$ cat src/rtl/ir_key_queue.sv
// ir_key_queue: validates NEC IR frames, tags held-key repeats and queues keys in a small FIFO.
module ir_key_queue #(
    parameter int         FIFO_DEPTH    = 4,
    parameter bit         ADDR_FILTER   = 1'b0,
    parameter logic [7:0] EXPECT_ADDR   = 8'h00,
    parameter int         REPEAT_WINDOW = 5_500_000,
    parameter int         CNT_W         = 23
)(
    input  logic        i_CLOCK_POS,
    input  logic        i_RESET_POS,
    input  logic        i_DATA_READY,
    input  logic [31:0] i_DATA,
    input  logic        i_READY,
    input  logic        i_OVF_CLEAR,
    output logic        o_VALID,
    output logic [16:0] o_KEY,
    output logic        o_KEY_HELD,
    output logic        o_OVERFLOW,
    output logic [7:0]  o_ERR_COUNT
);
    localparam int AW = (FIFO_DEPTH > 1) ? $clog2(FIFO_DEPTH) : 1;
    localparam logic [CNT_W-1:0] WIN = CNT_W'(REPEAT_WINDOW);
    localparam logic [AW:0] DEPTH = (AW+1)'(FIFO_DEPTH);

    typedef enum logic [1:0] {WAIT, CHECK, PUSH} state_t;

    state_t           r_state;
    logic             r_dr_q;
    logic [31:0]      r_data;
    logic [7:0]       r_err;
    logic [CNT_W-1:0] r_win;
    logic [15:0]      r_last;
    logic             r_held;
    logic             r_ovf;
    logic [16:0]      r_mem [FIFO_DEPTH];
    logic [AW-1:0]    r_wp;
    logic [AW-1:0]    r_rp;
    logic [AW:0]      r_cnt;

    logic        w_evt;
    logic        w_ok;
    logic [15:0] w_key;
    logic        w_rep;
    logic        w_push;
    logic        w_pop;
    logic        w_full;
    logic        w_wr;

    assign w_evt  = i_DATA_READY && !r_dr_q;
    assign w_key  = {r_data[7:0], r_data[23:16]};
    assign w_ok   = (r_data[15:8] == ~r_data[7:0]) && (r_data[31:24] == ~r_data[23:16]) &&
                    (!ADDR_FILTER || r_data[7:0] == EXPECT_ADDR);
    assign w_rep  = (w_key == r_last) && (r_win < WIN);
    assign w_push = (r_state == PUSH);
    assign w_pop  = (r_cnt != '0) && i_READY;
    assign w_full = (r_cnt == DEPTH);
    // When full, a same-cycle pop frees the head slot that the write lands in.
    assign w_wr   = w_push && (!w_full || w_pop);

    always_ff @(posedge i_CLOCK_POS) begin
        if (i_RESET_POS) begin
            r_state <= WAIT;
            r_dr_q  <= 1'b0;
            r_data  <= '0;
            r_err   <= '0;
            r_win   <= WIN;
            r_last  <= '0;
            r_held  <= 1'b0;
            r_ovf   <= 1'b0;
            r_wp    <= '0;
            r_rp    <= '0;
            r_cnt   <= '0;
        end else begin
            r_dr_q <= i_DATA_READY;
            case (r_state)
                WAIT: if (w_evt) begin
                    r_data  <= i_DATA;
                    r_state <= CHECK;
                end
                CHECK: begin
                    r_state <= w_ok ? PUSH : WAIT;
                    if (!w_ok && r_err != 8'hFF) r_err <= r_err + 8'd1;
                end
                default: r_state <= WAIT;
            endcase
            // Dropped keys still count as the last key seen for repeat tagging.
            if (w_push) begin
                r_last <= w_key;
                r_win  <= '0;
                r_held <= w_rep;
            end else if (r_win != WIN) begin
                r_win <= r_win + CNT_W'(1);
            end else begin
                r_held <= 1'b0;
            end
            if (w_wr) r_wp <= r_wp + AW'(1);
            if (w_pop) r_rp <= r_rp + AW'(1);
            r_cnt <= r_cnt + (AW+1)'(w_wr) - (AW+1)'(w_pop);
            if (w_push && w_full && !w_pop) r_ovf <= 1'b1;
            else if (i_OVF_CLEAR) r_ovf <= 1'b0;
        end
    end

    always_ff @(posedge i_CLOCK_POS) begin
        if (w_wr) r_mem[r_wp] <= {w_rep, w_key};
    end

    assign o_VALID     = (r_cnt != '0);
    assign o_KEY       = o_VALID ? r_mem[r_rp] : 17'h0;
    assign o_KEY_HELD  = r_held;
    assign o_OVERFLOW  = r_ovf;
    assign o_ERR_COUNT = r_err;
endmodule
$ cat config.mk
export PLATFORM = sky130hd
export DESIGN_NAME = ir_key_queue
export DESIGN_NICKNAME = d
export VERILOG_FILES = /design/src/rtl/ir_key_queue.sv
export SDC_FILE = /design/constraint.sdc
export NUM_CORES = 1
export LEC_CHECK = 0
export CORE_MARGIN = 8
export CORE_UTILIZATION = 32
export DETAILED_ROUTE_END_ITERATION = 10
export GPL_TIMING_DRIVEN = 0
export PLACE_DENSITY = 0.54
export RECOVER_POWER = 25
export SYNTH_ARGS = -nofsm -noshare
export SYNTH_HDL_FRONTEND = slang
export SYNTH_SLANG_ARGS = --single-unit
$ cat constraint.sdc
create_clock -name i_CLOCK_POS -period 2.2 [get_ports i_CLOCK_POS]
set_input_delay 0.33 -clock i_CLOCK_POS [delete_from_list [all_inputs] [get_ports i_CLOCK_POS]]
set_output_delay 0.33 -clock i_CLOCK_POS [all_outputs]
set_load 0.02 [all_outputs]
==> results of run 1 <==
[Yosys cell counts (all sizes together), types with 12 or more instances]
library cell    n
xor2           42
a21oi          56
nand2         108
and2           24
nor2           24
a21o           12
nand4          14
dfxtp          93
edfxtp         68
clkbuf         23
mux4           17
xnor2          15
[state kept, by name, summed over array words and instances (netlist names), named ones only]
register     flops
o_ERR_COUNT      8
o_KEY_HELD       1
o_OVERFLOW       1
r_cnt            3
r_data          32
r_dr_q           1
r_last          16
r_mem           68
r_rp             2
r_state          2
r_win           23
r_wp             2
[report_power, final]
group          switching [uW]  internal [uW]  leakage, uW
Sequential                116           3210      0.00134
Combinational            1000           1350      0.00148
Clock                    1240           1500     0.000261
Total                    2360           6050      0.00308
[layer usage]
layer	up-vias	share of wire (%)
met5	-	0
met2	91	50
li1	2286	-
met1	2224	45
met3	8	4.4
met4	0	0.65
[cell families (layout without fill, tap and decap cells)]
| family | Yosys count | after routing | synth area share [%] |
|---|---|---|---|
| AND/OR/NAND/NOR | 232 | 232 | 17.1 |
| buffers and inverters | 39 | 143 | 2.29 |
| XOR/XNOR | 57 | 57 | 7.43 |
| AO/OA/AOI/OAI | 77 | 77 | 6.42 |
| adder cells (fa/ha/maj) | 10 | 10 | 1.97 |
| flip-flops | 161 | 161 | 58.1 |
| multiplexers | 23 | 23 | 6.76 |
[placed cells by master, fill, tap and decap left out, types with 14 or more instances in the layout]
cell             count
xor2_1              42
clkbuf_1            18
clkbuf_16           17
nand4_1             14
buf_6               18
a21oi_1             56
clkdlybuf4s50_1     46
mux4_2              17
xnor2_1             14
nor2_1              23
and2_4              14
dfxtp_1             88
nand2_1            108
edfxtp_1            68
[timing repair]
action	CTS	global route
hold buffers	0	0
pin swaps	7	14
gates resized for setup	106	46
setup endpoints to repair	43	40
gates cloned	1	0
buffers inserted	7	2
[worst max-delay path, delay by kind of cell (launching register included)]
family        cells  cell delay, ps
xor+xnor          2             320
fa+ha+maj         3             770
buf+inv           1              40
flops             1             330
simple gates      3             590
[final timing paths]
check / to / slack [ps] / from / cells past startpoint
worst min register to register: r_last[5]$_SDFFE_PP0N_ / 470 / r_last[5]$_SDFFE_PP0N_ / 2
worst min-delay path: r_data[7]$_SDFFE_PP0P_ / 460 / i_DATA[7] / 3
worst max-delay path: r_cnt[2]$_SDFF_PP0_ / 20 / r_cnt[0]$_SDFF_PP0_ / 9
worst max register to register: r_cnt[2]$_SDFF_PP0_ / 20 / r_cnt[0]$_SDFF_PP0_ / 9
[area by class of cell]
type	instances	share of cell area, %
sequential	161	45.7
multi-input combinational	399	32.6
timing repair buffer	74	9.08
clock buffer	19	5.17
tap	275	4.02
buffer	28	1.84
clock inverter	13	1.21
inverter	9	0.395
[metrics by stage]
step / total power, uW / hold WS [ps]
global route: 8810 / 450
floorplan: 4440 / 448
detailed placement: 5200 / 458
CTS: 8180 / 442
finish: 8410 / 457
global placement: 5160 / 453
==> results.py, run 1 <==
metrics = {
    "run_status": {
        "status": "finished clean",
    },
    "floorplanning": {
        "fp-row-count": 53,
        "fp.dieH_microns": 161,
        "dieArea_sq_um": 25900,
        "initial_utilization_pct": 32.3,
        "core_sq_um": 20800,
        "die_w_microns": 161,
        "ios": 65,
    },
    "sta": {
        "tightest_slew_ps": 972,
        "setup_ws_ps": 18.3,
        "clock_skew_ps": 8.09,
        "timing.fmax_ghz": 0.458,
        "slew_violations": 0,
        "period_minus_slack_ps": 2180,
        "setup_viol": 0,
        "fin_crit_sh_pct": 99.2,
        "finalHoldViolations": 0,
        "rsz0062_at_grt": "yes",
        "timing.setup.tns_ps": 0,
        "slew_headroom_pct": 35.2,
    },
    "min_path": {
        "holdCritPathClass": "primary input to register",
    },
    "grt": {
        "use_met1_pct": 15.1,
        "grt_use_met2_pct": 21.0,
        "grt_util_met3_pct": 3.99,
        "antenna_found_initial": 0,
        "grt.busiest_layer": "met2",
        "grt_pass1_wl_mm": 25.2,
        "globalRoute.totalOverflow": 0,
        "first_global_vias": 4802,
        "grt_max_degree": 18,
        "grt_usage_pct": 12.4,
    },
    "final_layout": {
        "fin_util_pct": 41.1,
        "area_delta_synth_final_pct": 27.3,
        "fin_nets": 737,
        "diodes": 0,
        "num-fill-cells": 2006,
        "multi_input_area_sq_um": 2790,
        "drive_gt1_share_pct": 17.5,
        "regArea_sq_um": 3910,
        "stdcell_count": 978,
        "design_area_sq_um": 8560,
    },
    "logic_synthesis": {
        "avgSynthCellArea_sq_um": 11.2,
        "syn_area_sq_um": 6720,
        "ys_async_sr_fraction_pct": 0,
        "yosys_register_bits": 161,
        "yosys.area.top_type_share_pct": 30.4,
        "syn_inst": 599,
        "yosysSeqAreaShare_pct": 58.1,
        "synth_edf_count": 68,
        "yosys_warnings": 0,
        "synth.distinct_cells": 39,
        "yosysTopAreaCell": "edfxtp_1",
        "synth_fp_nets": 646,
        "synth_area_leaders": "edfxtp_1 30%, dfxtp_1 28%, nand2_1 6.0%",
        "synthFlopType": "dfxtp_1",
    },
    "drt": {
        "ant_nets": 0,
        "vias_per_cell": 4.71,
        "drcViolationCount": 0,
        "wire_per_inst_microns": 16.0,
        "num_vias": 4609,
        "drt-initial-drc-count": 210,
        "drt_pass1_iterations": 4,
        "drt-total-wl_mm": 15.6,
    },
    "placed_design": {
        "dp_cells": 938,
        "gp_congestion": 0.814,
        "pre_cts_ws_ps": -605,
        "io_buffers": 64,
        "placed_cell_area_sq_um": 7740,
        "dp_hpwl_mm": 11.1,
    },
    "cts": {
        "cts_root_buffer": "clkbuf_16",
        "clockBufferDepth": 2,
        "worstSkewPairLatency_ps": 420,
        "cts_htree_levels": 4,
        "clk_pin_slew_ps": 70,
        "cts_num_sinks": 161,
        "cts_buffers": 17,
        "cts_tree": "yes",
    },
    "setup_path": {
        "worstPathCellList": "or3_4, and2_4, ha_4, inv_2, ha_4, fa_2, xnor2_2, xnor2_1, nor2_1",
        "critPathMaxFanout": 2,
        "slowest_stage": "or3_4",
        "worstSetupStartpointType": "register",
        "path_common_cell": "ha_4",
        "cp.required_ps": 2490,
        "critical_path_class": "register to register",
        "max_stage_delay_ps": 380,
        "critPathCaptureType": "register",
        "crit_arrival_ps": 2470,
    },
    "power_and_ir_drop": {
        "irDropWorstVdd_mv": 0.585,
        "powerDensity_nw_per_um2": 983,
        "cellLeakagePower_uw": 0.00308,
    },
    "run": {
        "drv_cap": 0,
    },
}
Note: power is estimated with default switching activity, not from simulation.
==> inputs of run 2 (changes only) <==
RECOVER_POWER = not set   (was 25)
==> results of run 2 <==
The final DEF is identical to that of run 1; final timing and power are the same.
==> inputs of run 3 (changes only) <==
ABC_AREA = 1   (was not set)
GPL_TIMING_DRIVEN = not set   (was 0)
==> results.py, run 3 <==
metrics = {
    "logic_synthesis": {
        "syn_area_sq_um": 7040,
        "yosys_register_bits": 161,
        "synth.distinct_cells": 35,
        "ys_async_sr_fraction_pct": 0,
        "avgSynthCellArea_sq_um": 8.50,
        "yosysSeqAreaShare_pct": 55.5,
        "yosys.area.top_type_share_pct": 29.0,
        "synthFlopType": "dfxtp_1",
        "syn_inst": 828,
        "yosysTopAreaCell": "edfxtp_1",
        "synth_edf_count": 68,
        "yosys_warnings": 0,
        "synth_area_leaders": "edfxtp_1 29%, dfxtp_1 26%, nand2_1 7.4%",
        "post-synth-top-count-cell": "nand2_1",
        "synth_fp_nets": 875,
        "yosys-top-cells-count": "138 x nand2_1, 117 x nor2_1, 93 x dfxtp_1",
    },
    "final_layout": {
        "top_register": "r_mem",
        "fin_util_pct": 40.3,
        "reg_top3": "r_mem (68), r_data (32), r_win (23)",
        "layout_commonest_cell": "nand2_1",
        "stdcell_count": 1198,
        "diodes": 0,
        "largest_reg_flops": 68,
        "fin_nets": 952,
        "most-common-layout-cells": "138 x nand2_1, 116 x nor2_1, 93 x dfxtp_1, 87 x o21ai_0, 83 x inv_1",
        "drive_gt1_share_pct": 11.8,
        "area_delta_synth_final_pct": 24.1,
    },
    "setup_path": {
        "critPathCaptureType": "primary output",
        "crit_arrival_ps": 1750,
        "critical_path_class": "register to primary output",
        "worstSetupStartpointType": "register",
        "critPathMaxFanout": 26,
        "cp.required_ps": 1870,
    },
    "drt": {
        "drcViolationCount": 0,
        "wire_per_inst_microns": 13.9,
        "drt_pass1_iterations": 5,
        "num_vias": 5468,
        "wl_met2_mm": 8.11,
        "drt-total-wl_mm": 16.6,
        "maxUsedRoutingLayer": "met4",
        "ant_nets": 0,
        "drt-initial-drc-count": 324,
        "vias_per_cell": 4.56,
        "wl_met3_microns": 602,
        "drt-met1-wl_mm": 7.81,
    },
    "run": {
        "drv_cap": 0,
    },
    "sta": {
        "tightest_slew_ps": 516,
        "setup_viol": 0,
        "slew_violations": 0,
        "timing.fmax_ghz": 0.480,
        "clock_skew_ps": 12.2,
        "fin_crit_sh_pct": 94.7,
        "rsz0062_at_grt": "no",
        "finalHoldViolations": 0,
        "period_minus_slack_ps": 2080,
        "slew_headroom_pct": 65.6,
    },
    "cts": {
        "holdBufCountCts": 0,
        "cts_tree": "yes",
        "clockBufferDepth": 2,
        "cts_htree_levels": 4,
        "clk_pin_slew_ps": 70,
        "cts_num_sinks": 161,
        "cts_buffers": 17,
        "cts_root_buffer": "clkbuf_16",
        "worstSkewPairLatency_ps": 430,
    },
    "floorplanning": {
        "die_w_microns": 164,
        "ios": 65,
        "fp.dieH_microns": 164,
        "dieArea_sq_um": 27000,
        "fp-row-count": 54,
        "core_sq_um": 21700,
        "initial_utilization_pct": 32.4,
    },
    "min_path": {
        "holdCritPathClass": "register to register",
    },
    "grt": {
        "grt_usage_pct": 12.5,
        "globalRoute.totalOverflow": 0,
        "grt_pass1_wl_mm": 26.3,
        "antenna_found_initial": 0,
        "grt_max_degree": 44,
        "first_global_vias": 5083,
    },
    "placed_design": {
        "gp_congestion": 0.843,
        "io_buffers": 64,
        "dp_hpwl_mm": 11.4,
        "dp_cells": 1166,
    },
    "power_and_ir_drop": {
        "powerDensity_nw_per_um2": 921,
        "cellLeakagePower_uw": 0.00337,
        "irDropWorstVdd_mv": 0.551,
    },
    "run_status": {
        "status": "finished clean",
    },
}
==> run 3: area by class of cell <==
type / count / area, sq um
clock buffer: 17 / 425
clock inverter: 15 / 173
multi-input combinational: 536 / 2630
inverter: 102 / 383
fill: 2137 / 13000
timing repair buffer: 87 / 867
tap: 280 / 350
sequential: 161 / 3900
==> run 3: path summary, 6_finish.rpt <==
check | start | endpoint | slack, ps | cells past startpoint
max | register | o_KEY[11] | 120 | 7
min | r_data[14]$_SDFFE_PP0P_ | r_data[14]$_SDFFE_PP0P_ | 460 | 2
max reg2reg | r_state[1]$_SDFFE_PP0P_ | r_cnt[2]$_SDFF_PP0_ | 200 | 12
min reg2reg | r_data[14]$_SDFFE_PP0P_ | r_data[14]$_SDFFE_PP0P_ | 460 | 2
==> run 3: cell families (layout without fill, tap and decap cells) <==
| kind of cell | after synthesis | after routing | share of synthesized area, % |
|---|---|---|---|
| buf+inv | 131 | 221 | 7.27 |
| xor+xnor | 13 | 13 | 1.62 |
| flops | 161 | 161 | 55.5 |
| compound gates | 189 | 189 | 14.1 |
| fa+ha+maj | 10 | 10 | 1.89 |
| simple gates | 324 | 324 | 19.7 |
==> run 3: metrics by stage <==
step	TNS [ps]	hold WS, ps	setup WS (ps)	power [uW]	area (sq um)
final	0	464	117	8040	8730
after global routing	0	491	0.101	8420	8730
after CTS	0	470	6.61	8180	8780
after detailed placement	-77.0	457	-59.6	5340	8190
after global placement	-21.9	453	-21.9	5330	8190
after floorplan	0	392	187	4420	7040
==> run 3: critical path, stage by stage, from the launching register on <==
cell and delay [ps]:
dfxtp_1 360, buf_12 180, buf_6 160, nor2_1 50, nor2_1 80, o21ai_0 80, a21oi_1 150, clkdlybuf4s15_2 270
==> run 3: what timing repair did <==
item                                   CTS  global route
setup endpoints to repair               17            18
pin swaps                                0             0
buffers inserted                         0             0
endpoints found under the hold margin    0             0
gates resized for setup                 26            30
==> run 3: routing by layer <==
metal	global-route usage [%]	up-vias
met1	15.5	2479
met2	21.3	79
met5	0	-
li1	-	2902
met4	3.22	0
met3	2.96	8
==> run 3: power by group <==
part | switching, uW | internal, uW | leakage [uW] | total, uW
registers | 111 | 3230 | 0.00138 | 3340
logic | 1090 | 665 | 0.00169 | 1750
clock network | 1400 | 1540 | 0.000290 | 2940
